--- src/rtl/btn_debounce.sv ---
// Per-channel push-button debouncer: 2-flop synchronizer plus a tick-timed FSM that produces a
// clean level and one-clk press / release / long-press / auto-repeat pulses.
module btn_debounce #(
    parameter int unsigned N_BTN       = 4,
    parameter int unsigned DEBOUNCE_MS = 20,
    parameter int unsigned LONG_MS     = 1000,
    parameter int unsigned REPEAT_MS   = 200,
    parameter int unsigned REPEAT_EN   = 1
) (
    input  logic             clk,
    input  logic             rst,
    input  logic             tick,
    input  logic [N_BTN-1:0] btn_in,
    output logic [N_BTN-1:0] level,
    output logic [N_BTN-1:0] press,
    // "release" is a reserved word, hence the _p suffix like its sibling pulses
    output logic [N_BTN-1:0] release_p,
    output logic [N_BTN-1:0] long_p,
    output logic [N_BTN-1:0] repeat_p
);

    localparam int unsigned HOLD_MAX = (LONG_MS > REPEAT_MS) ? LONG_MS : REPEAT_MS;
    localparam int unsigned DW       = $clog2(DEBOUNCE_MS + 1);
    localparam int unsigned HW       = $clog2(HOLD_MAX + 1);

    localparam logic [DW-1:0] D_LAST = DW'(DEBOUNCE_MS - 1);
    localparam logic [HW-1:0] L_LAST = HW'(LONG_MS - 1);
    localparam logic [HW-1:0] R_LAST = HW'(REPEAT_MS - 1);
    localparam logic [HW-1:0] H_SAT  = '1;

    typedef enum logic [1:0] {StUp, StDnPend, StDown, StUpPend} state_e;

    logic [N_BTN-1:0] sync1_q, sync1_d, sync2_q, sync2_d;

    always_comb begin
        sync1_d = btn_in;
        sync2_d = sync1_q;
    end

    always_ff @(posedge clk) begin
        if (rst) begin
            sync1_q <= '0;
            sync2_q <= '0;
        end else begin
            sync1_q <= sync1_d;
            sync2_q <= sync2_d;
        end
    end

    for (genvar i = 0; i < N_BTN; i++) begin : g_ch
        state_e        st_q, st_d;
        logic [DW-1:0] dcnt_q, dcnt_d;
        logic [HW-1:0] hcnt_q, hcnt_d;
        logic          lp_q, lp_d;
        logic          level_q, level_d;
        logic          press_q, press_d;
        logic          rel_q, rel_d;
        logic          long_q, long_d;
        logic          rep_q, rep_d;
        logic          s;

        assign s = sync2_q[i];

        // A change of s always takes priority over a coincident tick.
        always_comb begin
            st_d    = st_q;
            dcnt_d  = dcnt_q;
            hcnt_d  = hcnt_q;
            lp_d    = lp_q;
            level_d = level_q;
            press_d = 1'b0;
            rel_d   = 1'b0;
            long_d  = 1'b0;
            rep_d   = 1'b0;
            unique case (st_q)
                StUp: begin
                    if (s) begin
                        st_d   = StDnPend;
                        dcnt_d = '0;
                    end
                end
                StDnPend: begin
                    if (!s) begin
                        st_d = StUp;
                    end else if (tick) begin
                        if (dcnt_q == D_LAST) begin
                            st_d    = StDown;
                            level_d = 1'b1;
                            press_d = 1'b1;
                            hcnt_d  = '0;
                            lp_d    = 1'b0;
                        end else begin
                            dcnt_d = dcnt_q + 1'b1;
                        end
                    end
                end
                StDown: begin
                    if (!s) begin
                        st_d   = StUpPend;
                        dcnt_d = '0;
                    end else if (tick) begin
                        if (!lp_q && hcnt_q == L_LAST) begin
                            long_d = 1'b1;
                            lp_d   = 1'b1;
                            hcnt_d = '0;
                        end else if (lp_q && REPEAT_EN != 0 && hcnt_q == R_LAST) begin
                            rep_d  = 1'b1;
                            hcnt_d = '0;
                        end else if (hcnt_q != H_SAT) begin
                            hcnt_d = hcnt_q + 1'b1;
                        end
                    end
                end
                StUpPend: begin
                    if (s) begin
                        st_d = StDown;
                    end else if (tick) begin
                        if (dcnt_q == D_LAST) begin
                            st_d    = StUp;
                            level_d = 1'b0;
                            rel_d   = 1'b1;
                        end else begin
                            dcnt_d = dcnt_q + 1'b1;
                        end
                    end
                end
                default: st_d = StUp;
            endcase
        end

        always_ff @(posedge clk) begin
            if (rst) begin
                st_q    <= StUp;
                dcnt_q  <= '0;
                hcnt_q  <= '0;
                lp_q    <= 1'b0;
                level_q <= 1'b0;
                press_q <= 1'b0;
                rel_q   <= 1'b0;
                long_q  <= 1'b0;
                rep_q   <= 1'b0;
            end else begin
                st_q    <= st_d;
                dcnt_q  <= dcnt_d;
                hcnt_q  <= hcnt_d;
                lp_q    <= lp_d;
                level_q <= level_d;
                press_q <= press_d;
                rel_q   <= rel_d;
                long_q  <= long_d;
                rep_q   <= rep_d;
            end
        end

        assign level[i]     = level_q;
        assign press[i]     = press_q;
        assign release_p[i] = rel_q;
        assign long_p[i]    = long_q;
        assign repeat_p[i]  = rep_q;
    end

endmodule

--- config.mk ---
export PLATFORM = sky130hd
export DESIGN_NAME = btn_debounce
export DESIGN_NICKNAME = d
export VERILOG_FILES = /design/src/rtl/btn_debounce.sv
export SDC_FILE = /design/constraint.sdc
export NUM_CORES = 1
export LEC_CHECK = 0
export CORE_UTILIZATION = 45
export DETAILED_ROUTE_END_ITERATION = 16
export SLEW_MARGIN = 10
export SYNTH_ARGS = -nofsm -noshare
export SYNTH_HDL_FRONTEND = slang
export SYNTH_SLANG_ARGS = --single-unit
--- constraint.sdc ---
create_clock -name clk -period 3.6 [get_ports clk]
set_clock_uncertainty 0.15 [all_clocks]
set_input_delay 1.08 -clock clk [delete_from_list [all_inputs] [get_ports clk]]
set_output_delay 1.08 -clock clk [all_outputs]
set_load 0.02 [all_outputs]
Word-level counts from Yosys, hierarchy flattened:

Index checks and enable logic that the tools add are counted.

* flip-flop bits (word level): 100
* word-level logic and storage cells: 379
* bits of input ports: 7

* add/subtract/negate cells: 8
* reductions and logical operators: 60
* mux-type cells: 164
* bitwise logic cells: 17
* eq/ne operators: 92

Operator list (number)
* 10-bit two-way mux: 32
* 5-bit two-way mux: 24
* 2-bit inequality test, second input constant: 44
* 7-bit AND reduction: 12
* 10-bit case mux with 2 select lines: 4
* 5-bit case mux with 4 select lines: 4
* 2-bit two-way mux: 32
* 1-bit two-way mux: 56
* 3-bit inequality test, second input constant: 16
* 10-bit by 1-bit adder with 10-bit output, second input constant: 4
* 10-bit == test, second input constant: 4
* 10-bit by 8-bit == test with 1-bit output, second input constant: 4
* 10-bit inequality test, second input constant: 4
* 2-bit case mux with 4 select lines: 4
* 6-bit AND reduction: 4
* 3-bit OR reduction: 8
* 5-bit by 1-bit adder with 5-bit output, second input constant: 4
* 5-bit == test, second input constant: 4
* 5-bit OR reduction: 4
* 1-bit NOT: 17
* 2-bit == test, second input constant: 8
* 4-bit inequality test, second input constant: 4
* 1-bit case mux with 2 select lines: 8
* 4-bit AND reduction: 4
* other kinds (6): 32

Depth between registers and ports, before layout:

* depth in word-level cells: 7
* gate-level depth with buffers: 8

Worst setup path before layout:

Ideal clock, no wire load.

* kind: input-to-reg
* start point: input port tick
* end point: register g_ch[3].dcnt_q[1]
* slack: 960 ps
* stages on the path: 6
* buffers on the path: 1
* library setup time: 116 ps
* arrival time: 2374 ps
* path through: clkbuf_1 -> inv_1 -> a211o_1 -> a21boi_0 -> nor3b_1 -> a41o_1

* cells in the longest elaborated chain, start to end: 3
* elaborated cells between the ends (all ways): 4

RTL lines
* from (decl): line 12 `input logic tick,`
* 5-bit two-way mux *
* 5-bit two-way mux, on equally long branches
* 5-bit case mux with 4 select lines *
* to (signal assigned): line 144 `dcnt_q <= dcnt_d;`
* to (decl): line 52 `logic [DW-1:0] dcnt_q, dcnt_d;`

Mark *: on every way between the ends. The rest lies on a longest branch, timed or not. The select of a mux whose other input is x is not followed.
A chain may end at the register's enable or synchronous reset.

Final worst setup path:

* start point: input port tick
* end point: register g_ch[2].hcnt_q[1]

* cells in the longest elaborated chain, start to end: 2
* elaborated cells between the ends (all ways): 3

RTL lines
* 2-bit inequality test (no source line)
* 7-bit AND reduction (no source line) *
* to (signal assigned): line 145 `hcnt_q <= hcnt_d;`
* to (decl): line 53 `logic [HW-1:0] hcnt_q, hcnt_d;`

Mark *: on every way between the ends. The rest lies on a longest branch, timed or not.

==> impl_metrics.py <==
metrics = {
    "outcome": {
        "status": "completed",
    },
    "critical_path": {
        "worst_reg2reg_path_startpoint": "g_ch[2].hcnt_q[0]",
        "cp_max_fo": 11,
        "timing.reg2reg.worst_path_depth": 6,
        "setup.reg_to_reg.worst_slack_ns": 1.04,
        "worst-endpoint-required_ns": 3.75,
        "setup.worst_path.class": "primary input to flip-flop",
        "setup_crit_end": "g_ch[2].hcnt_q[1]",
        "critical_path.startpoint_type": "primary input",
        "timing.critical_path.to_type": "flip-flop",
        "arrival_worst_endpoint_ns": 3.06,
        "critical_path.startpoint": "tick",
        "crit-reg2reg-capture": "g_ch[2].hcnt_q[1]",
    },
    "synthesis": {
        "synthDominantAreaCellType": "sky130_fd_sc_hd__dfxtp_1",
        "area_contributors_post_synth": "sky130_fd_sc_hd__dfxtp_1, sky130_fd_sc_hd__nand2_1, sky130_fd_sc_hd__ha_1",
        "yosys_warnings": 0,
        "ys_async_sr_fraction": 0,
        "yosys.cell_count.top_type": "sky130_fd_sc_hd__dfxtp_1",
        "netlist_area_sq_um": 5220,
        "ys_ff_latch": 100,
        "syn-instance-count": 613,
        "nets_in_the_synthesized_netlist": 636,
        "synthDistinctLibCells": 68,
        "syn_area_per_cell_sq_um": 8.51,
        "ys_seq_area_frac": 0.384,
        "synth_common_cells": "sky130_fd_sc_hd__dfxtp_1, sky130_fd_sc_hd__nand2_1, sky130_fd_sc_hd__nor2_1, sky130_fd_sc_hd__nand3_1, sky130_fd_sc_hd__a21oi_1",
        "synth-edff-count": 0,
        "postSynth.topFlopCell": "sky130_fd_sc_hd__dfxtp_1",
        "synth_largest_type_area_fraction": 0.384,
    },
    "min_path": {
        "holdCritPathClass": "flip-flop to flip-flop",
        "holdCritStartpoint": "sync1_q[3]",
    },
    "power_and_ir_drop": {
        "combPwrFrac": 0.072,
        "seq_power_share": 0.497,
        "power.share.switching": 0.230,
        "leakagePower_nw": 1.88,
        "worst_ir_drop_on_vdd_mv": 0.284,
        "power_per_cell_area_nw_per_um2": 395,
        "intPower_mw": 1.75,
        "power.net_switching_mw": 0.524,
        "clock_power_share": 0.432,
    },
    "floorplan": {
        "core_area_sq_um": 11100,
        "die-width_um": 110,
        "vertical_die_dimension_um": 110,
        "rows": 38,
        "top_level_ports": 27,
        "start_util": 0.471,
        "die_area_sq_um": 12000,
    },
    "clocking": {
        "ctsLongestPathBuffers": 2,
        "cts-hold-fix-buffers": 0,
        "cts_htree_levels": 3,
        "number_of_setup_buffers_added_after_cts": 0,
        "post_cts.resized_instances": 0,
        "tritoncts_num_sinks": 100,
        "clock_slew_at_the_register_clock_pins_of_the_worst_setup_and_hold_paths_ns": 0.07,
        "tritoncts_clock_tree": "built",
        "cts_buffers": 9,
        "clk-insertion-delay-late_ns": 0.35,
        "cts_root_buf": "sky130_fd_sc_hd__clkbuf_16",
    },
    "routing": {
        "routed_wl_um": 11000,
        "vias": 4422,
        "initialDrtViolationCount": 234,
        "drt_pre_antenna_iters": 4,
        "via_per_inst": 5.84,
        "detail_routed_net_length_per_standard_cell_um": 14.5,
        "drcViolationCount": 0,
        "antenna_violating_nets_post_route": 0,
    },
    "sta": {
        "finalHoldViolations": 0,
        "timing.setup.tns_ns": 0,
        "max_freq_mhz": 343,
        "report.final.setup_viol": 0,
        "drv_slew": 0,
        "rsz0062_at_grt": "no",
        "period_needed_ns": 2.91,
        "fin_ws_ns": 0.687,
        "worst_pin_slew_ns": 0.852,
        "max-slew-margin-rel": 0.432,
        "timing.final.crit_share": 0.809,
    },
    "global_routing": {
        "antenna_found_initial": 0,
        "first_global_vias": 3995,
        "grt-ovfl-total": 0,
        "maximum_number_of_pins_on_one_net_before_global_route_repair": 43,
        "global_route.usage.total": 0.196,
        "grt_first_pass_wirelength_um": 18600,
    },
    "final_layout": {
        "post_route_cells_drive_above_1_share": 0.0827,
        "postLayoutCoreUtil": 0.520,
        "areaGrowthSynthToFinish_pct": 10.5,
        "post_layout_nets": 635,
        "finish.instance_area_sq_um": 5760,
        "ant_diodes": 0,
    },
    "placement": {
        "port_buffers": 26,
        "post_dp_cell_area_sq_um": 5460,
        "placement.setup.worst_slack_ns": 0.344,
        "place_hpwl_um": 7480,
        "gp_congestion": 0.816,
    },
    "run": {
        "cap_viol_max_count": 0,
    },
}
==> worst max-delay path: stages <==
cell and delay (ns):
sky130_fd_sc_hd__clkdlybuf4s50_1 0.49, sky130_fd_sc_hd__buf_4 0.14, sky130_fd_sc_hd__a21boi_0 0.08, sky130_fd_sc_hd__o32ai_1 0.37, sky130_fd_sc_hd__o21ai_1 0.37, sky130_fd_sc_hd__nor4bb_1 0.39, sky130_fd_sc_hd__a31o_1 0.13
==> power by group through the flow <==
stage / clock network, mW / registers, mW / logic [mW]
3_3_place_gp: 0 / 1.16 / 0.160
3_5_place_dp: 0 / 1.16 / 0.163
5_1_grt: 1.06 / 1.13 / 0.182
6_report: 0.982 / 1.13 / 0.163
2_1_floorplan: 0 / 1.15 / 0.121
4_1_cts: 1.02 / 1.13 / 0.163
==> registers in the layout, summed over array words and instances (netlist names), named ones only <==
signal and flops:
g_ch.hcnt_q 40, g_ch.dcnt_q 20, g_ch.level_q 4, g_ch.long_q 4, g_ch.lp_q 4, g_ch.press_q 4
g_ch.rel_q 4, g_ch.rep_q 4, g_ch.st_q 4, sync1_q 4, sync2_q 4
==> worst min path at each step <==
stage                      end  slack [ns]  cells after the start
floorplan           sync2_q[0]        0.26                      1
finish              sync2_q[3]        0.28                      1
global placement    sync2_q[2]        0.27                      1
CTS                 sync2_q[3]        0.29                      1
global route        sync2_q[3]        0.31                      1
detailed placement  sync2_q[1]        0.28                      1
==> routing by layer <==
metal  vias up  GRT usage  wire length (um)
met3        11     0.0456               377
met4         0     0.0667               135
met2        64      0.320              5080
li1       2250          -                 -
met5         -          0                 0
met1      2097      0.254              5380
==> cells in the final DEF, fill, tap and decap left out, types with 9 or more instances in the layout <==
cell,n
sky130_fd_sc_hd__ha_1,16
sky130_fd_sc_hd__nand2b_1,10
sky130_fd_sc_hd__o21ai_0,28
sky130_fd_sc_hd__or2_2,10
sky130_fd_sc_hd__nor2b_1,9
sky130_fd_sc_hd__a21oi_1,31
sky130_fd_sc_hd__buf_4,9
sky130_fd_sc_hd__inv_1,20
sky130_fd_sc_hd__nor2_1,45
sky130_fd_sc_hd__clkdlybuf4s50_1,25
sky130_fd_sc_hd__nor3b_1,9
sky130_fd_sc_hd__dfxtp_1,100
sky130_fd_sc_hd__or3_1,10
sky130_fd_sc_hd__o211ai_1,11
sky130_fd_sc_hd__clkbuf_16,9
sky130_fd_sc_hd__nor3_1,18
sky130_fd_sc_hd__nand2_1,54
sky130_fd_sc_hd__xnor2_1,9
sky130_fd_sc_hd__nand4_1,13
sky130_fd_sc_hd__nand3_1,33
==> through the flow <==
step | hold WS [ns] | cells | total power, mW
after detailed placement | 0.277 | 741 | 1.32
after CTS | 0.291 | 757 | 2.32
after floorplan | 0.264 | 613 | 1.27
final | 0.284 | 757 | 2.28
after global routing | 0.309 | 757 | 2.37
after global placement | 0.266 | 741 | 1.32
==> layout make-up <==
type | instances | area (sq um)
Fill cell | 1061 | 5310
Multi-Input combinational cell | 446 | 2890
Sequential cell | 100 | 2000
Timing Repair Buffer | 35 | 323
Clock buffer | 12 | 256
Tap cell | 140 | 175
Inverter | 20 | 75.1
Clock inverter | 4 | 47.5
==> logic make-up after synthesis <==
family / Yosys count / share of synthesized area
AO/OA/AOI/OAI: 138 / 0.186
XOR/XNOR: 14 / 0.0235
adder cells (fa/ha/maj): 16 / 0.0384
buffers and inverters: 67 / 0.0631
flip-flops: 100 / 0.384
multiplexers: 9 / 0.0175
AND/OR/NAND/NOR: 269 / 0.288
Note: power is estimated with default switching activity, not from simulation.
==> RTL change (config.mk and constraints unchanged) <==
Encoding of `state_e`: now one-hot (4 bits for 4 states).
--- a/src/rtl/btn_debounce.sv
+++ b/src/rtl/btn_debounce.sv
@@ -30,3 +30,3 @@
 
-    typedef enum logic [1:0] {StUp, StDnPend, StDown, StUpPend} state_e;
+    typedef enum logic [3:0] {StUp = 4'b0001, StDnPend = 4'b0010, StDown = 4'b0100, StUpPend = 4'b1000} state_e;
 
Function: same outputs for any inputs over 4 cycles, from zero or initial values and one cycle with rst high; so few cycles prove little.
==> RTL change against the original RTL <==
- sequential cell count rose by 8
- synthesized area increased by 16%
- design area grew 15%
- register-to-register slack worse by 0.10 ns
- first-iteration DRC count is 110% higher
- critical endpoint is now g_ch[1].dcnt_q[3]
- wire length increased by 24%
- via count increased by 23%
- worst setup slack got worse by 0.11 ns
Power is not compared: it rests on default switching activity, and its combinational part moved more than twofold at a synthesized area within 25%.
==> RTL change: results (changes against the original RTL) <==
Synthesis
  • Share of the yosys chip area belonging to registers: 0.357 (-0.0270)
  • Most frequent cells after synthesis: dfxtp_1, nor2_1, nand2_1
  • Post-Syn Area per Cell: 8.21 um2 (-3.5%)
  • Top area cells in the synthesized netlist: dfxtp_1, nor2_1, o21ai_0
  • Net count after synthesis: 753 (+18%)
  • Count of distinct cell types in the synthesized netlist: 76 (+12%)
  • Number of warnings printed during yosys synthesis: 0 (unchanged)

Drt
  • Post-DR wirelength/cell: 15.0 um (+3.6%)
  • Ratio of routed vias to standard cells: 5.98 (+2.4%)
  • Pre-antenna DRT Iters: 5 (+1)
  • Vias: 5420 (+23%)
  • DRC marker count from the first detailed-route iteration: 501 (+110%)

Setup path
  • Data arrival time of the critical path: 3.13 ns (+0.07 ns)
  • Highest cell delay on the worst timing path: 0.69 ns (+0.20 ns)
  • Critical path fanouts, max: 7 (-4)
  • Slowest stage cell, crit path: clkdlybuf4s50_1

Outcome
  • Outcome: finished, final reports clean

Final layout
  • Share of final-layout standard cells stronger than drive strength 1: 0.0808 (-0.00184)
  • Filler cell count: 1271 (+20%)
  • Number of nets in the layout: 740 (+17%)
  • Largest registers in the final layout: g_ch.hcnt_q (40), g_ch.dcnt_q (20), g_ch.st_q (16)

Global route
  • Number of global-route vias before repair: 4978 (+25%)
  • Pin count of the biggest net entering global routing: 32 (-26%)
  • Wire length of the first global-routing pass: 23700 um (+27%)
  • All-Layer GR Usage: 0.204 (+0.00798)

CTS
  • Post-CTS Setup Repair Bufs: 0 (unchanged)

Power and ir drop
  • Maximum vdd drop: 0.230 mV

STA
  • Worst-margin pin slew: 0.917 ns (+0.0649 ns)

Place
  • Hpwl dp: 9410 um (+26%)
  • Weighted congestion at the end of routability-driven global placement: 0.855 (+4.8%)
  • Total placed cells including tap cells: 890 (+20%)
  • Placed inst area: 6300 um2 (+15%)
## RTL change: worst paths after layout
kind,slack [ns],to,cells after the start,startpoint
setup / recovery,0.58,g_ch[1].dcnt_q[3],6,tick
hold / removal,0.29,sync2_q[1],1,sync1_q[1]
setup reg to reg,0.94,g_ch[2].hcnt_q[4],5,g_ch[2].st_q[0]
hold reg to reg,0.29,sync2_q[1],1,sync1_q[1]
## RTL change: worst max-delay path: cells and delay by family
| kind | cells | cell delay, ns |
|---|---|---|
| AOI/OAI and AO/OA | 3 | 0.73 |
| and+or+nand+nor | 2 | 0.63 |
| buffers and inverters | 1 | 0.69 |
## RTL change: power by group
part           switching [mW]  internal (mW)  total [mW]
combinational          0.0499         0.0306      0.0806
sequential             0.0146           1.20        1.22
clock                   0.442          0.665        1.11
total                   0.507           1.90        2.40
## RTL change: metal layers
layer / track usage / vias to the layer above / share of wire
met5: 0 / - / 0
met4: 0.0857 / 0 / 0.017
met3: 0.0315 / 17 / 0.036
met2: 0.331 / 140 / 0.46
met1: 0.269 / 2558 / 0.48
li1: - / 2705 / -
## RTL change: layout make-up
cell class | instances | area share
multi-input cells | 546 | 0.525
clock inverters | 4 | 0.0106
well taps | 176 | 0.0332
clock buffers | 12 | 0.0402
inverters | 21 | 0.0119
flip-flops and latches | 108 | 0.326
repair buffers | 39 | 0.0532
## RTL change: cells by family (layout without fill, tap and decap cells)
group           count (synthesis)  in the layout  synth area share
simple gates                  340            340             0.326
flops                         108            108             0.357
mux                            15             15            0.0252
xor+xnor                        2              2           0.00289
compound gates                181            181             0.205
buf+inv                        84             76            0.0681
fa+ha+maj                       8              8            0.0165
## RTL change: metrics by stage
step                      utilization  setup WS (ns)  hold slack, ns
final                           0.503          0.575           0.291
after global routing            0.503          0.391           0.297
after CTS                       0.503          0.583           0.294
after detailed placement        0.478          0.207           0.277
after global placement          0.478          0.239           0.269
after floorplan                     -          0.775           0.264
